==> config.mk <==
export PLATFORM = sky130hd
export DESIGN_NAME = mux16_rr_arbiter
export DESIGN_NICKNAME = d
export VERILOG_FILES = /design/src/rtl/arb_pkg.sv /design/src/rtl/mux16.sv /design/src/rtl/mux16_rr_arbiter.sv
export SDC_FILE = /design/constraint.sdc
export NUM_CORES = 1
export LEC_CHECK = 0
export CAP_MARGIN = 10
export CORE_AREA = 2 2 232 234
export CTS_BUF_LIST = sky130_fd_sc_hd__clkbuf_16
export CTS_CLUSTER_DIAMETER = 80
export CTS_CLUSTER_SIZE = 28
export DETAILED_ROUTE_END_ITERATION = 12
export DIE_AREA = 0 0 234 236
export GPL_TIMING_DRIVEN = 0
export PLACE_DENSITY = 0.5
export SLEW_MARGIN = 15
export SYNTH_ARGS = -nofsm -noshare
export SYNTH_HDL_FRONTEND = slang
export SYNTH_SLANG_ARGS = --single-unit
==> constraint.sdc <==
create_clock -name clk -period 8.95 [get_ports clk]
set_input_delay 1.79 -clock clk [delete_from_list [all_inputs] [get_ports clk]]
set_output_delay 1.79 -clock clk [all_outputs]
set_load 0.02 [all_outputs]
==> src/rtl/arb_pkg.sv <==
// ----------------------------------------------------------------------------
// arb_pkg
// Shared definitions for the 16-way round-robin arbiter:
//   - NUM_REQ / SEL_W : requester count and select width
//   - arb_state_t     : arbiter FSM states
//   - rr_pick()       : round-robin priority pick returning {found, idx}
// ----------------------------------------------------------------------------
`timescale 1ns/1ps
package arb_pkg;

    localparam int NUM_REQ = 16;
    localparam int SEL_W   = 4;

    typedef enum logic {
        IDLE = 1'b0,
        BUSY = 1'b1
    } arb_state_t;

    // Search order is ptr+1, ptr+2, ... ptr (4-bit wrap), so the last
    // grantee is the lowest priority. Scanning from the far end and letting
    // the later (nearer) hit overwrite gives the nearest requester.
    function automatic logic [SEL_W:0] rr_pick(input logic [NUM_REQ-1:0] req,
                                               input logic [SEL_W-1:0]   ptr);
        logic [SEL_W:0]   res;
        logic [SEL_W-1:0] idx;
        res = '0;
        for (int k = NUM_REQ; k >= 1; k--) begin
            idx = ptr + SEL_W'(k);
            if (req[idx]) begin
                res = {1'b1, idx};
            end
        end
        return res;
    endfunction

endpackage

==> src/rtl/mux16.sv <==
// ----------------------------------------------------------------------------
// mux16
// 16:1 payload multiplexer.
//   sel      in  4          index of the slice to forward
//   data_in  in  16*width   slice i at [i*width +: width]
//   data_out out width      selected slice (combinational)
// ----------------------------------------------------------------------------
`timescale 1ns/1ps
module mux16
    import arb_pkg::*;
#(
    parameter int width = 32
) (
    input  logic [SEL_W-1:0]         sel,
    input  logic [NUM_REQ*width-1:0] data_in,
    output logic [width-1:0]         data_out
);

    always_comb begin
        data_out = '0;
        for (int i = 0; i < NUM_REQ; i++) begin
            if (sel == SEL_W'(i)) begin
                data_out = data_in[i*width +: width];
            end
        end
    end

endmodule

==> src/rtl/mux16_rr_arbiter.sv <==
// ----------------------------------------------------------------------------
// mux16_rr_arbiter
// Round-robin arbiter sharing one downstream resource among 16 requesters.
// Holds a grant until the resource pulses done, re-arbitrates back-to-back on
// completion, and releases a hung grant after TIMEOUT cycles.
//   clk         in   system clock
//   rst         in   asynchronous active-high reset
//   req         in   16  request vector (bit i = requester i)
//   data_in     in   16*width payloads, requester i at [i*width +: width]
//   done        in   resource completed the current transaction
//   sel         out  4   current grantee index (mux16 select)
//   grant       out  16  one-hot grant, zero when idle
//   busy        out  a grant is active
//   data_out    out  width payload of the selected requester
//   ack         out  16  one-hot completion pulse to the grantee
//   timeout_err out  1-cycle pulse when the watchdog releases a grant
// ----------------------------------------------------------------------------
`timescale 1ns/1ps
module mux16_rr_arbiter
    import arb_pkg::*;
#(
    parameter int width   = 32,
    parameter int TIMEOUT = 64
) (
    input  logic                     clk,
    input  logic                     rst,
    input  logic [NUM_REQ-1:0]       req,
    input  logic [NUM_REQ*width-1:0] data_in,
    input  logic                     done,
    output logic [SEL_W-1:0]         sel,
    output logic [NUM_REQ-1:0]       grant,
    output logic                     busy,
    output logic [width-1:0]         data_out,
    output logic [NUM_REQ-1:0]       ack,
    output logic                     timeout_err
);

    localparam int WDOG_W = $clog2(TIMEOUT) + 1;
    localparam logic [WDOG_W-1:0] WDOG_MAX  = {WDOG_W{1'b1}};
    localparam logic [WDOG_W-1:0] WDOG_LAST = WDOG_W'(TIMEOUT - 1);

    arb_state_t           state_q, state_d;
    logic [NUM_REQ-1:0]   grant_q, grant_d;
    logic [SEL_W-1:0]     sel_q, sel_d;
    logic [SEL_W-1:0]     ptr_q, ptr_d;
    logic [WDOG_W-1:0]    wdog_q, wdog_d;
    logic                 timeout_err_q, timeout_err_d;
    logic [SEL_W:0]       pick;

    always_comb begin
        state_d       = state_q;
        grant_d       = grant_q;
        sel_d         = sel_q;
        ptr_d         = ptr_q;
        wdog_d        = wdog_q;
        timeout_err_d = 1'b0;
        pick          = '0;

        case (state_q)
            IDLE: begin
                pick = rr_pick(req, ptr_q);
                if (pick[SEL_W]) begin
                    grant_d = NUM_REQ'(1) << pick[SEL_W-1:0];
                    sel_d   = pick[SEL_W-1:0];
                    ptr_d   = pick[SEL_W-1:0];
                    wdog_d  = '0;
                    state_d = BUSY;
                end
            end
            BUSY: begin
                if (wdog_q != WDOG_MAX) begin
                    wdog_d = wdog_q + WDOG_W'(1);
                end
                if (done) begin
                    // The finished requester still holds req this cycle, so
                    // mask it out before picking the next winner.
                    pick = rr_pick(req & ~grant_q, ptr_q);
                    if (pick[SEL_W]) begin
                        grant_d = NUM_REQ'(1) << pick[SEL_W-1:0];
                        sel_d   = pick[SEL_W-1:0];
                        ptr_d   = pick[SEL_W-1:0];
                        wdog_d  = '0;
                    end else begin
                        grant_d = '0;
                        wdog_d  = '0;
                        state_d = IDLE;
                    end
                end else if (wdog_q == WDOG_LAST) begin
                    // Hung grant: release it; ptr keeps the hung requester
                    // so it becomes lowest priority next round.
                    grant_d       = '0;
                    wdog_d        = '0;
                    timeout_err_d = 1'b1;
                    state_d       = IDLE;
                end
            end
            default: begin
                state_d = IDLE;
                grant_d = '0;
            end
        endcase
    end

    always_ff @(posedge clk or posedge rst) begin
        if (rst) begin
            state_q       <= IDLE;
            grant_q       <= '0;
            sel_q         <= '0;
            ptr_q         <= 4'hF;
            wdog_q        <= '0;
            timeout_err_q <= 1'b0;
        end else begin
            state_q       <= state_d;
            grant_q       <= grant_d;
            sel_q         <= sel_d;
            ptr_q         <= ptr_d;
            wdog_q        <= wdog_d;
            timeout_err_q <= timeout_err_d;
        end
    end

    assign busy        = (state_q == BUSY);
    assign sel         = sel_q;
    assign grant       = grant_q;
    assign timeout_err = timeout_err_q;
    assign ack         = grant_q & {NUM_REQ{done & busy}};

    mux16 #(.width(width)) u_mux16 (
        .sel      (sel_q),
        .data_in  (data_in),
        .data_out (data_out)
    );

endmodule

==> Word-level counts from Yosys, hierarchy flattened <==
Index checks and enable logic that the tools add are counted.
{ "word_totals": {"reg_bits": 33, "out_inout_bits": 70, "inputBits": 531} }
{ "classes": {"bitwise_logic": 5, "n_eq_ne": 22, "shift": 2, "n_mux": 137, "add_sub_neg": 16, "reduce_logical": 4, "n_lt_le_gt_ge": 16} }
{ "op_table": {"columns": ["operator", "n"], "rows": [
  ["32-bit two-way mux", 16],
  ["5-bit two-way mux", 35],
  ["1-bit binary-select mux with 4-bit select", 32],
  ["4-bit by 5-bit < comparator with 1-bit output, second input constant", 16],
  ["16-bit two-way mux", 4],
  ["1-bit two-way mux", 39],
  ["4-bit adder, second input constant", 8],
  ["16-bit AND", 2],
  ["4-bit equality test, second input constant", 8],
  ["16-bit case mux with 2 select lines", 1],
  ["1-bit by 4-bit << shifter with 16-bit output, first input constant", 2],
  ["7-bit two-way mux", 4],
  ["4-bit by 3-bit adder with 4-bit output, second input constant", 4],
  ["4-bit by 3-bit equality test with 1-bit output, second input constant", 4],
  ["16-bit NOT", 1],
  ["7-bit case mux with 2 select lines", 1],
  ["4-bit two-way mux", 3],
  ["4-bit by 2-bit adder with 4-bit output, second input constant", 2],
  ["4-bit by 2-bit equality test with 1-bit output, second input constant", 2],
  ["4-bit case mux with 2 select lines", 1],
  ["7-bit by 1-bit adder with 7-bit output, second input constant", 1],
  ["7-bit by 6-bit equality test with 1-bit output, second input constant", 1],
  ["7-bit != test, second input constant", 1],
  ["4-bit by 1-bit adder with 4-bit output, second input constant", 1],
  ["11 further kinds", 13]
]} }

==> Longest topological paths before layout <==
{ "logic_depth": {"depth_word": 26, "mapped_depth": 21, "depth_no_buf": 13} }

==> By module <==
A second synthesis with hierarchy kept.
{ "unflattened": {"hier_cells": 1574, "hier_area_um2": 12401.9} }
{ "modules_own_cells": {"columns": ["mod", "instances", "area_per_inst_um2", "cells_each"], "rows": [
  ["mux16_rr_arbiter", 1, 6890.4, 812],
  ["mux16", 1, 5511.5, 762]
]} }

==> Least setup slack after synthesis <==
Ideal clock, no wire load.
{ "synth_path": {"path_kind": "register -> register", "from": "reg ptr_q[1]", "to": "reg grant_q[10], in the netlist grant[10]", "path_stages_with_launch": 20, "period_less_slack_ps": 4879, "arrival_time_ps": 4788, "setup_slack_ps": 4071, "cell_sequence": "dfstp_2 buf_2 buf_2 inv_1 clkbuf_1 clkbuf_1 ha_1 buf_6 buf_2 clkbuf_1 a2111oi_1 nor4_2 mux2_2 mux2_2 o311ai_1 a2111oi_2 a21oi_2 nor2b_1 nand2_1 o221ai_1"} }
{ "synth_via": {"elab_chain_len": 24, "elab_cells_between_ends": 122, "cone_classes": "add/sub (15); eq/ne (1); shift (2); mux (103); reduce/logical (1)"} }
{ "synth_lines": {"columns": ["element", "line", "rtl"], "rows": [
  ["start, declared", "mux16_rr_arbiter.sv:45", "logic [SEL_W-1:0] ptr_q, ptr_d;"],
  ["start signal, assigned", "mux16_rr_arbiter.sv:116", "ptr_q <= ptr_d;"],
  ["4-bit adder or 1-bit binary-select mux with 4-bit select (tied branches)", "arb_pkg.sv:28, arb_pkg.sv:29", null],
  ["1-bit binary-select mux with 4-bit select or 1-bit two-way mux (tied branches)", "arb_pkg.sv:29", "if (req[idx]) begin"],
  ["1-bit two-way mux (not written as such) or 5-bit two-way mux (tied branches)", "arb_pkg.sv:29", null],
  ["5-bit two-way mux (15 in a row)", "arb_pkg.sv:29", null],
  ["5-bit two-way mux", "mux16_rr_arbiter.sv:74", "if (done) begin"],
  ["5-bit two-way mux", "mux16_rr_arbiter.sv:59", "case (state_q)"],
  ["1-bit by 4-bit << shifter with 16-bit output", "mux16_rr_arbiter.sv:79", "grant_d = NUM_REQ'(1) << pick[SEL_W-1:0];"],
  ["16-bit two-way mux", "mux16_rr_arbiter.sv:78", "if (pick[SEL_W]) begin"],
  ["16-bit two-way mux", "mux16_rr_arbiter.sv:74", null],
  ["16-bit case mux with 2 select lines", "mux16_rr_arbiter.sv:59", null],
  ["end signal, assigned", "mux16_rr_arbiter.sv:114", "grant_q <= grant_d;"],
  ["end, declared", "mux16_rr_arbiter.sv:43", "logic [NUM_REQ-1:0] grant_q, grant_d;"]
]} }
Several ways; a longest one is shown, not always the timed one. The select of a mux whose other input is x is not followed.
A chain may end at the register's enable or synchronous reset.

==> Final worst setup path <==
{ "layout_path": {"from": "reg ptr_q[1]", "to": "reg ptr_q[1]"} }
{ "layout_via": {"elab_chain_len": 23, "elab_cells_between_ends": 121, "cone_classes": "add/sub (15); eq/ne (2); mux (103); reduce/logical (1)"} }
{ "layout_lines": {"columns": ["element", "line"], "rows": [
  ["4-bit adder or 1-bit binary-select mux with 4-bit select (tied branches)", "arb_pkg.sv:28, arb_pkg.sv:29"],
  ["1-bit binary-select mux with 4-bit select or 1-bit two-way mux (tied branches)", "arb_pkg.sv:29"],
  ["1-bit two-way mux (not written as such) or 5-bit two-way mux (tied branches)", "arb_pkg.sv:29"],
  ["5-bit two-way mux (15 in a row)", "arb_pkg.sv:29"],
  ["5-bit two-way mux", "mux16_rr_arbiter.sv:74"],
  ["5-bit two-way mux", "mux16_rr_arbiter.sv:59"],
  ["4-bit two-way mux", "mux16_rr_arbiter.sv:78"],
  ["4-bit two-way mux", "mux16_rr_arbiter.sv:74"],
  ["4-bit case mux with 2 select lines", "mux16_rr_arbiter.sv:59"]
]} }
Several ways; a longest one is shown, not always the timed one. The select of a mux whose other input is x is not followed.

==> summary.md <==
| Metric | Value |
|---|---|
| Power density over the cells | 476 mW/mm^2 |
| Avg Inst Size Synth | 7.40 um^2 |
| Internal | 3010 uW |
| Starting density of the core | 0.187 |
| Sequential cell area fraction in the yosys report | 0.0836 |
| Distinct cells, synth | 93 |
| Post-Route Setup TNS | 0 ns |
| Sequential share of power | 0.032 |
| Chip width | 234 um |
| Multi-input logic area | 0.00849 mm^2 |
| Via density | 5.78 |
| Mapped Nets | 1882 |
| Switching power | 5080 uW |
| HP Class | register to register |
| Largest net degree at the start of global routing | 34 |
| Lkg Pwr | 0.00591 uW |
| Place WS | 1.60 ns |
| CTS Hold Bufs | 0 |
| H-tree Lvls | 2 |
| Post-CTS Setup Bufs | 0 |
| Clock share of power | 0.020 |
| TritonCTS Buffers | 5 |
| Ports placed on the boundary | 601 |
| Clk buf depth | 2 |
| Setup WS post-layout | 1.37 ns |
| Status | finished clean |
| Routed vias | 15.4k |
| Combinational share of power | 0.948 |
| Die area | 0.0552 mm^2 |
| Hold path depth | 1 |
| Drt pass-1 iters | 9 |
| Startpoint types | register |
| Die Y | 236 um |
| Root Driver | clkbuf_16 |
| DP Area | 0.0168 mm^2 |
| Synth Register Bits | 33 |
| Max-cap violations | 0 |
| Clock sinks | 33 |
| Worst slew margin | 0.233 |
| Worst Path Required | 9.15 ns |
| Nets@finish | 2489 |
| Post-synth EDFFs | 0 |
| CP endpoint kind | register |
| Antenna violations before repair | 21 |
| Final Max Slew Viols | 0 |
| Area of the core | 0.0531 mm^2 |
| Worst Skew | 0.00393 ns |
| Final Hold Fails | 0 |
| Post-synthesis cell count | 1343 |
| Congestion Overflow GR | 0 |
| ANT nets after route | 0 |
| Top cell type by total area after synthesis | mux4_2 |
| Final setup fails | 0 |
| Iter 0 DRT Violations | 1742 |
| RSZ-0062 raised after global routing | no |
| CP max FO | 13 |
| CTS tree | done |
| Number of I/O port buffers | 600 |
| CTS clk-pin slew, worst paths | 0.05 ns |
| Post-Syn Area | 0.00993 mm^2 |
| Synth top area cells | mux4_2 (12%), a22oi_1 (11%), dfrtp_1 (7.3%) |
| Synth async-reset ratio | 1.00 |
| VDD IR max | 0.213 mV |
| Share of cells above drive strength 1 | 0.0835 |
| Avg WL per Cell | 34.5 um |
| Clock latency at the later pin of the worst-skew pair | 0.28 ns |
| Final total power | 8090 uW |
| Setup CP Type | register to register |
| Ys Warns | 0 |
| Synth top area share | 0.125 |
| Post-layout min period | 7.58 ns |
| Final worst-path cycle share | 0.847 |
| RePlAce Congestion | 1.06 |
| FP Rows | 85 |
| DP HPWL | 77400 um |
| Layout area overhead | 71.0% |
| Main synth FF type | dfrtp_1 |
| First-pass GRT wire length | 122000 um |
| Vias in the first global route | 15.0k |
| WL final | 91800 um |
| Detailed-route DRC error count | 0 |
| Fmax achieved | 0.132 GHz |
| Slew at the pin closest to its max-slew limit | 1.14 ns |
| Post-cts resize count | 0 |
| # fillers | 5672 |
| Number of cells on the worst reg-to-reg path | 19 |
| Total Routing Usage GR | 0.317 |
| Switching Share | 0.628 |
| Post-route cell area | 0.0170 mm^2 |
| Register area | 831 um^2 |
| Arr. time, crit path | 7.78 ns |
## layer usage
metal  wire, um  share of wire  track usage  vias to the layer above
met4       3900          0.042        0.130                       10
met1      38200           0.42        0.417                     7577
li1           -              -            -                     6608
met3       9530           0.10       0.0847                      152
met5         60        0.00065            0                        -
met2      40100           0.44        0.485                     1013
## sequential cells by signal (all words and copies together), names as in the netlist
register and cells:
grant 16, busy 1, ptr_q 4, wdog_q 7
sel 4, timeout_err 1
## worst max-delay path: stages (launching register included)
cell and delay (ns):
dfstp_2 0.60, buf_2 0.29, buf_2 0.38, inv_1 0.16, clkbuf_1 0.37, clkbuf_1 0.55
ha_1 0.62, buf_6 0.20, buf_2 0.27, clkbuf_1 0.64, a2111oi_0 0.21, nor4_1 0.99
mux2i_1 0.56, nor3_1 0.27, o31ai_1 0.11, a41oi_1 0.34, o21ai_1 0.31, and2_1 0.28
o21ai_2 0.16, a21boi_1 0.17
## layout by cell type (no fill, tap or decap), types with 12 or more instances in the layout
cell type,netlist,routed
a2111oi_0,17,17
a21oi_1,98,98
a222oi_1,20,20
a22oi_1,139,139
a31oi_1,17,17
and3_1,23,23
buf_2,21,21
clkbuf_1,86,86
clkdlybuf4s50_1,0,600
dfrtp_1,29,29
inv_1,14,15
mux2_2,37,37
mux2i_1,45,45
mux4_2,55,55
nand2_1,113,113
nand2b_1,29,29
nand3_1,40,40
nand4_1,49,49
nor2_1,106,106
nor2b_1,26,26
nor3_1,21,20
o21ai_0,96,96
o21ai_1,12,12
o221ai_1,12,12
o22ai_1,20,20
xnor2_1,15,15
## worst paths after layout
| check | from | end | slack, ns |
|---|---|---|---|
| setup / recovery | ptr_q[1] | ptr_q[1] | 1.37 |
| hold / removal | wdog_q[6] | timeout_err | 0.53 |
| setup reg to reg | ptr_q[1] | ptr_q[1] | 1.37 |
| hold reg to reg | wdog_q[6] | timeout_err | 0.53 |
| max in group asynchronous | rst | grant[14] | 6.52 |
| min in group asynchronous | rst | wdog_q[4] | 1.97 |
## cell type report
type	count	area share
diodes	11	0.00162
well taps	696	0.0513
multi-input cells	1170	0.500
clock inverters	3	0.000884
clock buffers	5	0.00737
inverters	19	0.00420
plain buffers	121	0.0318
flip-flops and latches	33	0.0489
repair buffers	600	0.354
## metrics by stage
step	hold WS (ns)	util	instances
6_report	0.526	0.320	2658
5_1_grt	0.549	0.320	2658
4_1_cts	0.511	0.319	2647
3_5_place_dp	0.514	0.317	2639
3_3_place_gp	0.504	0.317	2639
2_1_floorplan	0.461	-	1343
## cells in the mapped netlist (5+ instances only)
master and number:
a22oi_1 139, nand2_1 113, nor2_1 106, a21oi_1 98, o21ai_0 96, clkbuf_1 86, mux4_2 55, nand4_1 49
mux2i_1 45, nand3_1 40, mux2_2 37, dfrtp_1 29, nand2b_1 29, nor2b_1 26, and3_1 23, buf_2 21
nor3_1 21, a222oi_1 20, o22ai_1 20, a2111oi_0 17, a31oi_1 17, xnor2_1 15, inv_1 14, o21ai_1 12
o221ai_1 12, nor4_1 11, a211oi_1 10, nor3b_1 10, or3_1 10, o211ai_1 9, ha_1 8, and2_1 7
buf_6 7, o31ai_1 6, a21o_1 5, a221oi_1 5, buf_1 5, nor4bb_1 5, o32ai_1 5, xor2_1 5
## kinds of logic after synthesis
logic type | after synthesis | synth area share
xor gates and xnor gates | 20 | 0.0176
muxes | 138 | 0.213
DFF | 33 | 0.0836
buffers and inverters | 140 | 0.0616
adders and majority gates | 8 | 0.0101
and+or+nand+nor | 479 | 0.252
AOI/OAI and AO/OA | 525 | 0.361
## power groups by stage
stage          sequential (uW)  clock, uW  combinational, uW
6_report                   256        165               7670
4_1_cts                    256        167               7470
3_3_place_gp               258          0               7440
5_1_grt                    260        173               8080
2_1_floorplan              243          0               4510
3_5_place_dp               259          0               7430
Power figures use the tool's default switching activity.
